$ cat src/rtl/clock_display_scan.sv
// Purpose : Scans a 4-digit common-anode seven-segment display from a BCD HH:MM word,
//           with a once-per-frame snapshot, set-mode blinking and a run-mode flashing colon.
// Latency : outputs are registered, one clock after the scan/blink state they reflect.
// Ports   : clk, rst (async, active high); clock_bin[15:0] BCD time; mode[1:0]
//           (0/3 run, 1 hour set, 2 minute set); an[3:0] digit enables, seg[6:0]
//           {g,f,e,d,c,b,a} and dp, all active low.
// Option  : define LEADING_ZERO_BLANK_EN to blank digit 3 whenever the hour tens nibble is 0.
module clock_display_scan #(
    parameter int REFRESH_DIV = 50000,
    parameter int BLINK_DIV   = 25000000
) (
    input  logic        clk,
    input  logic        rst,
    input  logic [15:0] clock_bin,
    input  logic [1:0]  mode,
    output logic [3:0]  an,
    output logic [6:0]  seg,
    output logic        dp
);

    localparam int PW = $clog2(REFRESH_DIV);
    localparam int BW = $clog2(BLINK_DIV);
    localparam logic [PW-1:0] P_LAST = PW'(REFRESH_DIV - 1);
    localparam logic [BW-1:0] B_LAST = BW'(BLINK_DIV - 1);

    localparam logic [6:0] SEG_BLANK = 7'b1111111;
    localparam logic [6:0] SEG_DASH  = 7'b0111111;

    // Scan and blink state
    logic [PW-1:0] r_pcnt;
    logic [1:0]    r_dig;
    logic [15:0]   r_snap;
    logic [BW-1:0] r_bcnt;
    logic          r_blink_ph;

    // Registered pin drivers
    logic [3:0]    r_an;
    logic [6:0]    r_seg;
    logic          r_dp;

    logic          w_scan_tick;
    logic          w_blink_tick;
    logic [3:0]    w_nib;
    logic [6:0]    w_seg_dec;
    logic          w_hour_set;
    logic          w_min_set;
    logic          w_blink_blank;
    logic          w_lz_blank;
    logic          w_blank;
    logic [3:0]    w_an;
    logic [6:0]    w_seg;
    logic          w_dp;

    assign w_scan_tick  = (r_pcnt == P_LAST);
    assign w_blink_tick = (r_bcnt == B_LAST);
    assign w_hour_set   = (mode == 2'd1);
    assign w_min_set    = (mode == 2'd2);

    // Nibble for the digit currently selected; digit 0 is the rightmost (minute units).
    always_comb begin
        w_nib = 4'd0;
        case (r_dig)
            2'd0:    w_nib = r_snap[3:0];
            2'd1:    w_nib = r_snap[7:4];
            2'd2:    w_nib = r_snap[11:8];
            default: w_nib = r_snap[15:12];
        endcase
    end

    always_comb begin
        w_seg_dec = SEG_DASH;
        case (w_nib)
            4'd0:    w_seg_dec = 7'b1000000;
            4'd1:    w_seg_dec = 7'b1111001;
            4'd2:    w_seg_dec = 7'b0100100;
            4'd3:    w_seg_dec = 7'b0110000;
            4'd4:    w_seg_dec = 7'b0011001;
            4'd5:    w_seg_dec = 7'b0010010;
            4'd6:    w_seg_dec = 7'b0000010;
            4'd7:    w_seg_dec = 7'b1111000;
            4'd8:    w_seg_dec = 7'b0000000;
            4'd9:    w_seg_dec = 7'b0010000;
            default: w_seg_dec = SEG_DASH;   // non-BCD nibble
        endcase
    end

    // The digit group being edited goes dark during the "on" half of the blink.
    assign w_blink_blank = r_blink_ph &&
                           ((w_hour_set && r_dig[1]) || (w_min_set && !r_dig[1]));

`ifdef LEADING_ZERO_BLANK_EN
    assign w_lz_blank = (r_dig == 2'd3) && (r_snap[15:12] == 4'd0);
`else
    assign w_lz_blank = 1'b0;
`endif

    assign w_blank = w_blink_blank || w_lz_blank;

    always_comb begin
        w_an  = 4'b1111;
        w_seg = SEG_BLANK;
        if (!w_blank) begin
            w_an[r_dig] = 1'b0;
            w_seg       = w_seg_dec;
        end
    end

    // Colon lives on digit 2's decimal point: flashes in run mode, steady while setting.
    // An unlit anode hides it when that digit is blanked, so blanking does not gate it.
    assign w_dp = (r_dig != 2'd2)            ? 1'b1 :
                  (w_hour_set || w_min_set)  ? 1'b0 : r_blink_ph;

    always_ff @(posedge clk or posedge rst) begin
        if (rst) begin
            r_pcnt     <= '0;
            r_dig      <= 2'd0;
            r_snap     <= 16'h0000;
            r_bcnt     <= '0;
            r_blink_ph <= 1'b0;
            r_an       <= 4'b1111;
            r_seg      <= SEG_BLANK;
            r_dp       <= 1'b1;
        end else begin
            if (w_scan_tick) begin
                r_pcnt <= '0;
                r_dig  <= r_dig + 2'd1;
                // Capture the time only as the scan wraps so a frame never mixes two times.
                if (r_dig == 2'd3) begin
                    r_snap <= clock_bin;
                end
            end else begin
                r_pcnt <= r_pcnt + PW'(1);
            end

            if (w_blink_tick) begin
                r_bcnt     <= '0;
                r_blink_ph <= ~r_blink_ph;
            end else begin
                r_bcnt <= r_bcnt + BW'(1);
            end

            r_an  <= w_an;
            r_seg <= w_seg;
            r_dp  <= w_dp;
        end
    end

    assign an  = r_an;
    assign seg = r_seg;
    assign dp  = r_dp;

endmodule

$ cat config.mk
export PLATFORM = sky130hd
export DESIGN_NAME = clock_display_scan
export DESIGN_NICKNAME = d
export VERILOG_FILES = /design/src/rtl/clock_display_scan.sv
export SDC_FILE = /design/constraint.sdc
export NUM_CORES = 1
export LEC_CHECK = 0
export BUFFER_PORTS_ARGS = -buffer_cell sky130_fd_sc_hd__buf_2
export CORE_ASPECT_RATIO = 0.5
export CORE_MARGIN = 5
export CORE_UTILIZATION = 40
export CTS_BUF_LIST = sky130_fd_sc_hd__clkbuf_2
export DETAILED_ROUTE_END_ITERATION = 8
export PLACE_DENSITY = 0.7
export SYNTH_ARGS = -nofsm -noshare
export SYNTH_HDL_FRONTEND = slang
export SYNTH_SLANG_ARGS = --single-unit
$ cat constraint.sdc
create_clock -name clk -period 2.1 [get_ports clk]
set_clock_uncertainty 0.05 [all_clocks]
set_input_delay 0.21 -clock clk [delete_from_list [all_inputs] [get_ports clk]]
set_output_delay 0.21 -clock clk [all_outputs]
set_load 0.02 [all_outputs]
-- Yosys cells after proc, flatten, opt, wreduce, memory -nomap -nowiden
Memories as Yosys holds them, arrays and structs flattened.
Cells that the tools add are included.
- add/subtract/negate cells: 3
- $mul: 0
- div/mod/pow operators: 0
- magnitude comparators: 2
- equality and inequality tests: 8
- shifts and indexed selects: 0
- multiplexer cells: 9
- bitwise operators: 2
- reductions and logical operators: 9
- operator list (cell ; number):
    adder 25 x 1 -> 25 bit (second input constant) ; 1
    == test 25 bit (second input constant) ; 1
    2-to-1 mux 25 bit ; 1
    adder 16 x 1 -> 16 bit (second input constant) ; 1
    == test 16 bit (second input constant) ; 1
    2-to-1 mux 16 bit ; 1
    one-hot mux 4 bit (3 select lines) ; 1
    2-to-1 mux 7 bit ; 1
    == test 2 bit (second input constant) ; 3
    == test 2 x 1 -> 1 bit (second input constant) ; 2
    logical AND 1 bit ; 4
    2-to-1 mux 4 bit ; 1
    inverter 4 bit ; 1
    < comparator 2 x 3 -> 1 bit (second input constant) ; 1
    2-to-1 mux 1 bit ; 3
    adder 2 x 1 -> 2 bit (second input constant) ; 1
    demux 1 bit (select 2 bit) ; 1
    >= comparator 2 x 1 -> 1 bit (second input constant) ; 1
    logical NOT 2 bit ; 1
    logical OR 1 bit ; 2
    inequality test 2 bit (second input constant) ; 1
    AND reduction 2 bit ; 1
    logical NOT 1 bit ; 1
    inverter 1 bit ; 1
- flip-flop bits (word level): 72
- latch bits: 0
- RAM bits: 0
- memory bits (read-only): 112
- bits of input ports: 20
- output and inout bits: 12
- word-level logic and storage cells: 42
- memories kept: 1
- memory list (name ; words ; bits a word ; read ports ; clocked after memory_dff ; wr ports ; RTL line ; source):
    (name not given) ; 16 ; 7 ; 1 ; 0 ; 0 ; 72 ; case (w_nib)

-- Logic depth before layout (Yosys ltp)
Gate-level depths: netlist (run 1).
- word-level depth: 6
- gate-level depth with buffers: 9
- mapped depth without buffers: 9

-- Worst setup path before layout (run 1)
OpenSTA, ideal clock, no wires.
- kind: reg-to-reg
- start point: register r_pcnt[0]
- end point: register r_snap[0]
- library setup time: 0.125 ns
- arrival: 1.822 ns
- data required time: 1.925 ns
- path slack: 0.103 ns
- stages on the path, launching flop included: 8
- buffers on the path: 1
- period minus slack after synthesis: 1.997 ns
- cell sequence: dfrtp_1 ha_1 nand3_2 or4_4 nor2_4 nand2_4 buf_6 mux2_4
- longest elaborated chain between the ends: 2
- RTL lines (element ; RTL line ; source):
    start, declared ; 30 ; logic [PW-1:0] r_pcnt;
    start signal, assigned ; 132 ; r_pcnt <= r_pcnt + PW'(1);
    == test 16 bit ; 54 ; assign w_scan_tick = (r_pcnt == P_LAST);
    AND reduction 2 bit (no line) ; n/a ;
    end signal, assigned ; 129 ; r_snap <= clock_bin;
    end, declared ; 32 ; logic [15:0] r_snap;
No other way between the ends.
A chain may end at the register's enable or synchronous reset.

-- Worst setup path in the final report (run 1)
- start point: register r_pcnt[0]
- end point: register r_snap[8]
The elaborated chain is that of the path after synthesis.

==> flow_summary_export.csv, run 1 <==
group,metric,value,unit
routing,top_layer,"met4",
routing,dr_wl_met2,3200,um
outcome,status,"finished clean",
clock_network,tritoncts,"done",
hold_path,worstHoldPathCells,5,
sta,final-max-slew-violation-count,0,
sta,worst_pin_slew,0.5902,ns
setup_path,path_max_fanout,16,
logic_synthesis,synth_warnings,0,
routing,vias,2353,
clock_network,path_clk_slew,0.17,ns
cells_and_area,area_growth,21.73,%
global_route,grt_antenna_before_repair,0,
setup_path,required,2.47,ns
cells_and_area,drive_above_1_share,29.60,%
clock_network,htree_levels,3,
cells_and_area,nFillCells,693,
logic_synthesis,synth-seq-cells,72,
routing,wl,6607,um
logic_synthesis,synth_edf_count,0,
routing,drt_iter0_markers,119,
floorplanning,fp.dieArea,10450,um^2
global_route,overflow,0,
sta,setup_viol,0,
logic_synthesis,synth_flop_cell,"dfrtp_1",
setup_path,r2r_end,"r_snap[8]$_DFFE_PP0P_",
global_route,grt_max_degree,31,
clock_network,numCtsBuffers,9,
floorplanning,coreArea,8087,um^2
sta,period_share,97.46,%
setup_path,endpoint_kind,"flip-flop",
logic_synthesis,synth_seq_area_share,54.04,%
floorplanning,dieHeight,74.83,um
logic_synthesis,synth_top_area_share,44.66,%
logic_synthesis,yosysUniqueCellTypes,41,
sta,finalCriticalPeriod,2.047,ns
power_and_ir_drop,leakage,0.001939,uW
global_route,grtUsageTotal,14.11,%
routing,post_drt_wl_per_cell,13.57,um
hold_path,hold-path-endpoint,"dp$_DFF_PP1_",
run,drv_cap,0,
floorplanning,initial_utilization,41.58,%
logic_synthesis,synth_fp_nets,331,
logic_synthesis,async_reset_ff_share,100.0,%
power_and_ir_drop,ir_drop,0.2913,mV
sta,holdWs,0.07029,ns
setup_path,worstPathArrival,2.42,ns
global_route,grt_pass1_wl,11690,um
routing,wl_met3,354,um
setup_path,startpoint_type,"flip-flop",
sta,tns,0,ns
setup_path,rr_startpoint,"r_pcnt[0]$_DFF_PP0_",
routing,wl_met1,2959,um
sta,clock.fmax,488.6,MHz
hold_path,hp-start,"mode[0]",
floorplanning,rows,23,
logic_synthesis,synthTopCellsByCount,"dfrtp_1 (60), nor2_1 (37), nand2_1 (31), xor2_1 (21), inv_1 (16)",
logic_synthesis,postSynthCellCount,299,
floorplanning,io_pins,32,
cells_and_area,n_antenna_cell,0,
setup_path,crit_type,"reg -> reg",
sta,finalHoldViolations,0,
routing,drc,0,
global_route,grt_pass1_vias,2453,
power_and_ir_drop,power.density,547.6,nW/um^2
setup_path,worstRegToRegCells,6,
logic_synthesis,synth.most_common_cell,"dfrtp_1",
place,globalplace.congestion,0.7986,
place,hpwl,4659,um
logic_synthesis,synthTopCellsByArea,"dfrtp_1 (45%), dfstp_2 (9.4%), xor2_1 (5.5%), ha_1 (4.5%), mux2_4 (4.5%)",
clock_network,clockBufferDepth,2,
place,portBuffers,31,
logic_synthesis,syn_area,3362,um^2
clock_network,clock_sinks,72,
clock_network,cts-root-buf,"clkbuf_2",
setup_path,reg2reg_slack,0.05,ns
routing,firstDrtPassIters,4,
cells_and_area,fin_nets,402,
routing,postRouteAntennaNets,0,
logic_synthesis,avgSynthCellArea,11.24,um^2
hold_path,hp-class,"in -> reg",
floorplanning,die_x,139.7,um
logic_synthesis,synth_top_cell_by_area,"dfrtp_1",
sta,relSlewSlack,60.60,%
clock_network,clk_latency,0.53,ns
routing,routed_via_density,4.832,
[registers in the layout, indices dropped and copies added (netlist names)]
name        cells
r_bcnt         25
r_pcnt         16
r_snap         16
seg             7
an              4
r_dig           2
dp              1
r_blink_ph      1
[worst max-delay path, cell delays in order, from the launching register on]
cell     delay [ns]
dfrtp_1        0.42
ha_1           0.22
nand3_2        0.11
or4_4          0.51
nor2_4         0.12
nand2_4        0.18
mux2_4         0.35
[cells by family after synthesis]
group | share of synthesized area (%)
xor gates and xnor gates | 9.379
muxes | 8.039
AOI/OAI and AO/OA | 3.424
adders and majority gates | 4.466
DFF | 54.04
buffers and inverters | 2.642
and+or+nand+nor | 18.01
[area by class of cell]
type                    instances  area, um^2  share of cell area [%]
clock buffers                  14       70.07                   1.712
clock inverters                 2       10.01                  0.2446
inverters                      16       62.56                   1.529
multi-input cells             206        1524                   37.24
flip-flops and latches         72        1818                   44.42
well taps                     112       140.1                   3.424
repair buffers                 65       467.9                   11.43
[repair_timing]
item / 4_1_cts / 5_1_grt
buffers inserted: 2 / 3
endpoints found under the setup margin: 7 / 19
pin swaps: 1 / 3
hold buffers: 18 / 0
resized for setup: 4 / 12
hold endpoints to repair: 42 / 0
[how the worst max path moves through the flow]
stage | startpoint | end | slack [ns] | depth (start not counted)
floorplan | rst | r_bcnt[0]$_DFF_PP0_ | 0.03 | 1
global placement | r_dig[1]$_DFFE_PP0N_ | seg[4]$_DFF_PP1_ | -0.07 | 8
detailed placement | r_dig[1]$_DFFE_PP0N_ | seg[4]$_DFF_PP1_ | -0.13 | 8
CTS | r_dig[0]$_DFFE_PP0N_ | seg[4]$_DFF_PP1_ | -0.02 | 7
global route | r_dig[0]$_DFFE_PP0N_ | seg[4]$_DFF_PP1_ | -0.002 | 8
finish | r_pcnt[0]$_DFF_PP0_ | r_snap[8]$_DFFE_PP0P_ | 0.05 | 6
[metal layers]
metal | track usage (%) | vias to the layer above
met5 | 0 | -
li1 | - | 1166
met2 | 24.87 | 42
met1 | 16.07 | 1135
met3 | 5.774 | 10
met4 | 4.834 | 0
[stage by stage]
stage / worst slack [ns] / instances / cell area (um^2) / total power, uW / utilization, %
after CTS: -0.01852 / 484 / 4011 / 2262 / 49.61
after floorplan: 0.03494 / 299 / 3362 / 1545 / -
after global placement: -0.07101 / 448 / 3724 / 1598 / 46.05
after global routing: -0.001560 / 487 / 4093 / 2351 / 50.61
final: 0.05343 / 487 / 4093 / 2241 / 50.61
after detailed placement: -0.1275 / 448 / 3724 / 1605 / 46.05
[layout by cell type, fill, tap and decap left out, types with 2 or more instances in the layout]
cell,count
nand3b_1,2
inv_2,2
a222oi_1,3
dfstp_2,12
clkinv_2,2
and3_1,2
buf_4,15
mux2_4,10
o21ai_0,6
dfrtp_1,59
nor2_1,37
dlygate4sd3_1,18
xor2_1,21
ha_1,8
clkbuf_2,14
nand3_2,2
inv_1,13
ha_4,3
mux2_2,8
nor4_1,4
nand2_1,31
nand4_1,14
buf_2,31
nand3_1,14
nor2b_1,2
a21oi_1,2
mux2i_1,2
xnor2_1,15
[report_power, final]
part / switching [uW] / internal (uW) / total [uW] / leakage [uW]
Clock: 453 / 178 / 630 / 0.0000660
Sequential: 10.9 / 1420 / 1430 / 0.000897
Combinational: 91.3 / 86.7 / 178 / 0.000977
(Power assumes the default switching activity.)
==> run 2: changes to the inputs <==
--- a/config.mk
+++ b/config.mk
@@ -6,7 +6,7 @@
 export NUM_CORES = 1
 export LEC_CHECK = 0
 export BUFFER_PORTS_ARGS = -buffer_cell sky130_fd_sc_hd__buf_2
-export CORE_ASPECT_RATIO = 0.5
+export CORE_ASPECT_RATIO = 1.25
 export CORE_MARGIN = 5
 export CORE_UTILIZATION = 40
 export CTS_BUF_LIST = sky130_fd_sc_hd__clkbuf_2
==> run 2 against run 1 <==
Compared with the run above:
- worst setup slack got worse by 0.0071 ns
- sequential share of layout area increased by 0.45 points
- global-route usage decreased by 1.4 points
- critical path type unchanged
- die area decreased by 0.95%
- sequential cell count unchanged
==> flow_summary_export.csv, run 2 (synthesis results as in run 1) <==
group,metric,value,unit
routing,postRouteAntennaNets,0,
power_and_ir_drop,p_switching,574.3,uW
cells_and_area,largest_reg_flops,25,
sta,finalHoldViolations,0,
setup_path,crit_type,"reg -> reg",
global_route,grt_pass1_wl,10790,um
floorplanning,die_x,92,um
clock_network,clk_latency,0.49,ns
sta,final-max-slew-violation-count,0,
clock_network,clock_sinks,72,
hold_path,hp-class,"in -> reg",
routing,drt_iter0_markers,46,
sta,rsz0062_at_grt,"true",
floorplanning,fp.dieArea,10350,um^2
sta,holdWs,0.06969,ns
place,globalplace.congestion,0.8308,
floorplanning,initial_utilization,40.80,%
sta,setup_viol,0,
sta,worst_pin_slew,0.4758,ns
clock_network,numCtsBuffers,9,
power_and_ir_drop,comb_power_share,7.1,%
sta,relSlewSlack,67.65,%
routing,post_drt_wl_per_cell,13.13,um
floorplanning,rows,37,
power_and_ir_drop,fin_total_pwr,2343,uW
place,portBuffers,31,
cells_and_area,drive_above_1_share,27.35,%
outcome,status,"finished clean",
cells_and_area,largest_register,"r_bcnt",
power_and_ir_drop,ir_drop,0.3752,mV
routing,routed_via_density,4.896,
cells_and_area,final_common_cell,"dfrtp_1",
floorplanning,dieHeight,112.5,um
power_and_ir_drop,p_int,1769,uW
clock_network,htree_levels,3,
cells_and_area,fin_nets,400,
cells_and_area,n_antenna_cell,0,
sta,clock.fmax,486.9,MHz
routing,wl,6171,um
cells_and_area,layout_common_cells,"dfrtp_1 (60), nor2_1 (36), nand2_1 (31), buf_2 (31), xor2_1 (21)",
setup_path,worstPathArrival,2.39,ns
clock_network,tritoncts,"done",
global_route,overflow,0,
power_and_ir_drop,power.density,578.8,nW/um^2
run,drv_cap,0,
global_route,grt_antenna_before_repair,0,
clock_network,cts-root-buf,"clkbuf_2",
global_route,grt_pass1_vias,2387,
power_and_ir_drop,pwr-share-clk,31.7,%
floorplanning,coreArea,8240,um^2
routing,vias,2301,
sta,period_share,97.79,%
cells_and_area,top_regs,"r_bcnt x25, r_pcnt x16, r_snap x16",
floorplanning,io_pins,32,
power_and_ir_drop,leakage,0.001905,uW
global_route,grt_max_degree,73,
setup_path,startpoint_type,"flip-flop",
cells_and_area,area_growth,20.43,%
clock_network,path_clk_slew,0.19,ns
sta,finalCriticalPeriod,2.054,ns
power_and_ir_drop,netSwitchingFraction,24.51,%
place,hpwl,4309,um
setup_path,required,2.44,ns
setup_path,endpoint_kind,"flip-flop",
routing,firstDrtPassIters,4,
clock_network,clockBufferDepth,2,
global_route,grtUsageTotal,12.76,%
power_and_ir_drop,p_seq_share,61.2,%
routing,drc,0,
setup_path,path_max_fanout,16,
-- run 2: changes by cell type in the layout (fill, tap and decap cells not counted), moves of 2 or more --
cell,change
buf_4,-3
clkinv_1,+3
ha_2,+3
clkbuf_2,-5
ha_4,-3
inv_1,+2
-- run 2: cell type report --
cell class              count  area (um^2)
clock buffers               9        45.04
clock inverters             7        62.56
fillers                   742         4192
inverters                  16        60.06
multi-input cells         206         1486
flip-flops and latches     72         1817
well taps                  97        121.4
repair buffers             63        456.7
-- run 2: per-stage QoR --
step | setup slack, ns | instance area [um^2] | instances | utilization (%) | TNS [ns]
finish | 0.04636 | 4049 | 470 | 49.13 | 0
global route | -0.03908 | 4049 | 470 | 49.13 | -0.3813
CTS | 0.003523 | 3993 | 467 | 48.45 | 0
detailed placement | 0.02000 | 3705 | 433 | 44.96 | 0
global placement | 0.07007 | 3705 | 433 | 44.96 | 0
floorplan | 0.03494 | 3362 | 299 | - | 0
-- run 2: layer usage --
metal,vias to the layer above,routed length [um],track usage (%),share of wire [%]
met4,0,73,3.271,1.2
li1,1162,-,-,-
met3,8,211,4.088,3.4
met1,1099,2846,15.83,46
met5,-,0,0,0
met2,32,3040,21.49,49
-- run 2: worst max-delay path: stages, from the launching register on --
cell and delay, ns:
dfrtp_1 0.42, ha_2 0.21, nand3_2 0.11, or4_4 0.51, nor2_4 0.19, nand2_8 0.14, mux2_4 0.33
-- run 2: what timing repair did --
action / in CTS / in global routing
endpoints found under the hold margin: 89 / 0
resized for setup: 0 / 9
hold buffers: 18 / 0
buffers inserted: 0 / 3
setup endpoints to repair: 0 / 24
-- run 2: power by group through the flow --
| stage | logic [uW] | clock network, uW | registers, uW |
|---|---|---|---|
| 6_report | 167 | 742 | 1430 |
| 4_1_cts | 168 | 774 | 1440 |
| 3_5_place_dp | 142 | 0 | 1460 |
| 5_1_grt | 188 | 833 | 1440 |
| 2_1_floorplan | 74.0 | 0 | 1470 |
| 3_3_place_gp | 138 | 0 | 1460 |
-- run 2: path summary, 6_finish.rpt --
path | start | to | slack (ns) | depth (start not counted)
setup / recovery | r_pcnt[0]$_DFF_PP0_ | r_snap[9]$_DFFE_PP0P_ | 0.05 | 6
hold / removal | mode[0] | dp$_DFF_PP1_ | 0.07 | 5
setup reg to reg | r_pcnt[0]$_DFF_PP0_ | r_snap[9]$_DFFE_PP0P_ | 0.05 | 6
hold reg to reg | r_pcnt[10]$_DFF_PP0_ | r_pcnt[10]$_DFF_PP0_ | 0.46 | 1
max in group asynchronous | rst | dp$_DFF_PP1_ | 1.40 | 4
min in group asynchronous | rst | r_pcnt[8]$_DFF_PP0_ | 0.27 | 4
==> run 3: changes to the inputs <==
--- a/config.mk
+++ b/config.mk
@@ -11,7 +11,7 @@
 export CORE_UTILIZATION = 40
 export CTS_BUF_LIST = sky130_fd_sc_hd__clkbuf_2
 export DETAILED_ROUTE_END_ITERATION = 8
-export PLACE_DENSITY = 0.7
+export PLACE_DENSITY_LB_ADDON = 0.05
 export SYNTH_ARGS = -nofsm -noshare
 export SYNTH_HDL_FRONTEND = slang
 export SYNTH_SLANG_ARGS = --single-unit
==> run 3 against run 2 <==
Compared with the run above:
- maximum frequency up 2.2%
- first-iteration DRC count up 52%
- clock-buffer cell count up 1
==> flow_summary_export.csv, run 3 (synthesis results as in run 1) <==
group,metric,value,unit
sta,setup_ws,0.09019,ns
setup_path,reg2reg_slack,0.09,ns
sta,finalCriticalPeriod,2.010,ns
routing,routed_via_density,4.921,
setup_path,worstRegToRegCells,8,
routing,vias,2357,
setup_path,endpoint_kind,"flip-flop",
floorplanning,dieHeight,112.5,um
clock_network,clockBufferDepth,2,
sta,tns,0,ns
routing,wl,6577,um
cells_and_area,drive_above_1_share,30.37,%
sta,finalHoldViolations,0,
setup_path,crit_type,"reg -> reg",
setup_path,required,2.47,ns
power_and_ir_drop,ir_drop,0.3219,mV
hold_path,hp-start,"mode[0]",
place,hpwl,4760,um
sta,period_share,95.71,%
global_route,grt_max_degree,31,
place,portBuffers,31,
floorplanning,fp.dieArea,10350,um^2
cells_and_area,largest_reg_flops,25,
sta,rsz0062_at_grt,"true",
setup_path,startpoint_type,"flip-flop",
power_and_ir_drop,leakage,0.001965,uW
global_route,met1_usage,17.73,%
routing,firstDrtPassIters,4,
setup_path,path_common_cell,"buf_4",
setup_path,r2r_end,"seg[2]$_DFF_PP1_",
global_route,grtUsageMet2,22.81,%
routing,postRouteAntennaNets,0,
floorplanning,coreArea,8240,um^2
cells_and_area,fin_nets,409,
outcome,status,"finished clean",
clock_network,clock_sinks,72,
setup_path,crit_buf_inv,2,
floorplanning,die_x,92,um
cells_and_area,layout_common_cells,"dfrtp_1 (60), nor2_1 (36), nand2_1 (31), buf_2 (31), buf_4 (23)",
cells_and_area,top_regs,"r_bcnt x25, r_pcnt x16, r_snap x16",
setup_path,worstPathArrival,2.38,ns
setup_path,path_depth,8,
power_and_ir_drop,power.density,604.1,nW/um^2
hold_path,hp-class,"in -> reg",
clock_network,cts-root-buf,"clkbuf_2",
routing,drt_iter0_markers,70,
sta,worst_pin_slew,0.6225,ns
sta,setup_viol,0,
global_route,grt_most_used_layer,"met2",
cells_and_area,largest_register,"r_bcnt",
setup_path,path_max_fanout,7,
global_route,grt_pass1_wl,11600,um
hold_path,worstHoldPathCells,5,
sta,final-max-slew-violation-count,0,
place,globalplace.congestion,0.8156,
floorplanning,initial_utilization,40.80,%
hold_path,hold-path-endpoint,"dp$_DFF_PP1_",
cells_and_area,final_common_cell,"dfrtp_1",
clock_network,path_clk_slew,0.19,ns
setup_path,cp_top_family,"compound AO/OA/AOI/OAI gates",
floorplanning,io_pins,32,
sta,relSlewSlack,58.44,%
routing,drc,0,
floorplanning,rows,37,
cells_and_area,nFillCells,778,
clock_network,numCtsBuffers,9,
run,drv_cap,0,
global_route,grtUsageTotal,13.95,%
clock_network,htree_levels,3,
cells_and_area,n_antenna_cell,0,
global_route,grt_util_met3,2.681,%
global_route,grt_pass1_vias,2493,
setup_path,max_stage_delay,0.46,ns
setup_path,crit_chain,"buf_4 -> ha_2 -> a222oi_1 -> mux2i_2 -> buf_4 -> nor2_1 -> nand2_1 -> o211ai_1",
routing,post_drt_wl_per_cell,13.73,um
cells_and_area,area_growth,22.85,%
clock_network,tritoncts,"done",
sta,clock.fmax,497.6,MHz
setup_path,rr_startpoint,"r_dig[1]$_DFFE_PP0N_",
clock_network,clk_latency,0.49,ns
global_route,overflow,0,
global_route,grt_antenna_before_repair,0,
sta,holdWs,0.07171,ns
power_and_ir_drop,fin_total_pwr,2495,uW
setup_path,crit_slowest_cell,"a222oi_1",
place,dp_slack,0.008168,ns
run 3: worst max-delay path by stage:
stage,from,to,slack (ns)
3_5_place_dp,r_dig[1]$_DFFE_PP0N_,seg[1]$_DFF_PP1_,0.008
4_1_cts,r_dig[0]$_DFFE_PP0N_,seg[1]$_DFF_PP1_,0.02
5_1_grt,r_dig[1]$_DFFE_PP0N_,seg[2]$_DFF_PP1_,-0.02
3_3_place_gp,r_dig[1]$_DFFE_PP0N_,seg[6]$_DFF_PP1_,0.05
2_1_floorplan,rst,r_bcnt[0]$_DFF_PP0_,0.03
6_report,r_dig[1]$_DFFE_PP0N_,seg[2]$_DFF_PP1_,0.09
run 3: what timing repair did:
item / 4_1_cts / 5_1_grt
setup endpoints to repair: 1 / 16
hold buffers: 18 / 0
pin swaps: 0 / 4
hold endpoints to repair: 36 / 0
resized for setup: 1 / 10
setup buffers: 3 / 1
run 3: where the power goes:
| part | leakage, uW | internal (uW) | switching [uW] | total, uW |
|---|---|---|---|---|
| Combinational | 0.000980 | 87.9 | 86.2 | 174 |
| Clock | 0.0000857 | 396 | 489 | 885 |
| Sequential | 0.000898 | 1420 | 12.7 | 1440 |
run 3: per-layer routing:
layer,wire length (um),vias to the layer above
met2,3086,28
li1,-,1178
met1,3168,1137
met3,162,14
met4,160,0
met5,0,-
run 3: through the flow:
step	area [um^2]	instances	util, %
after detailed placement	3752	441	45.54
after CTS	4093	478	49.67
after global placement	3752	441	45.54
after floorplan	3362	299	-
final	4130	479	50.12
after global routing	4130	479	50.12
run 3: layout make-up:
class                      instances  area [um^2]  area share [%]
inverter                          16        60.06           1.454
tap                               97        121.4           2.938
timing repair buffer              72        508.0           12.30
clock buffer                      10        50.05           1.212
clock inverter                     6        83.83           2.030
sequential                        72         1817           43.99
multi-input combinational        206         1490           36.08
run 3: worst reg2reg max path, delay by kind of cell (launching register included):
| family | cells | cell delay (ns) |
|---|---|---|
| AOI/OAI and AO/OA | 2 | 0.55 |
| DFF | 1 | 0.45 |
| buffers and inverters | 2 | 0.35 |
| muxes | 1 | 0.23 |
| adders and majority gates | 1 | 0.19 |
| and+or+nand+nor | 2 | 0.14 |
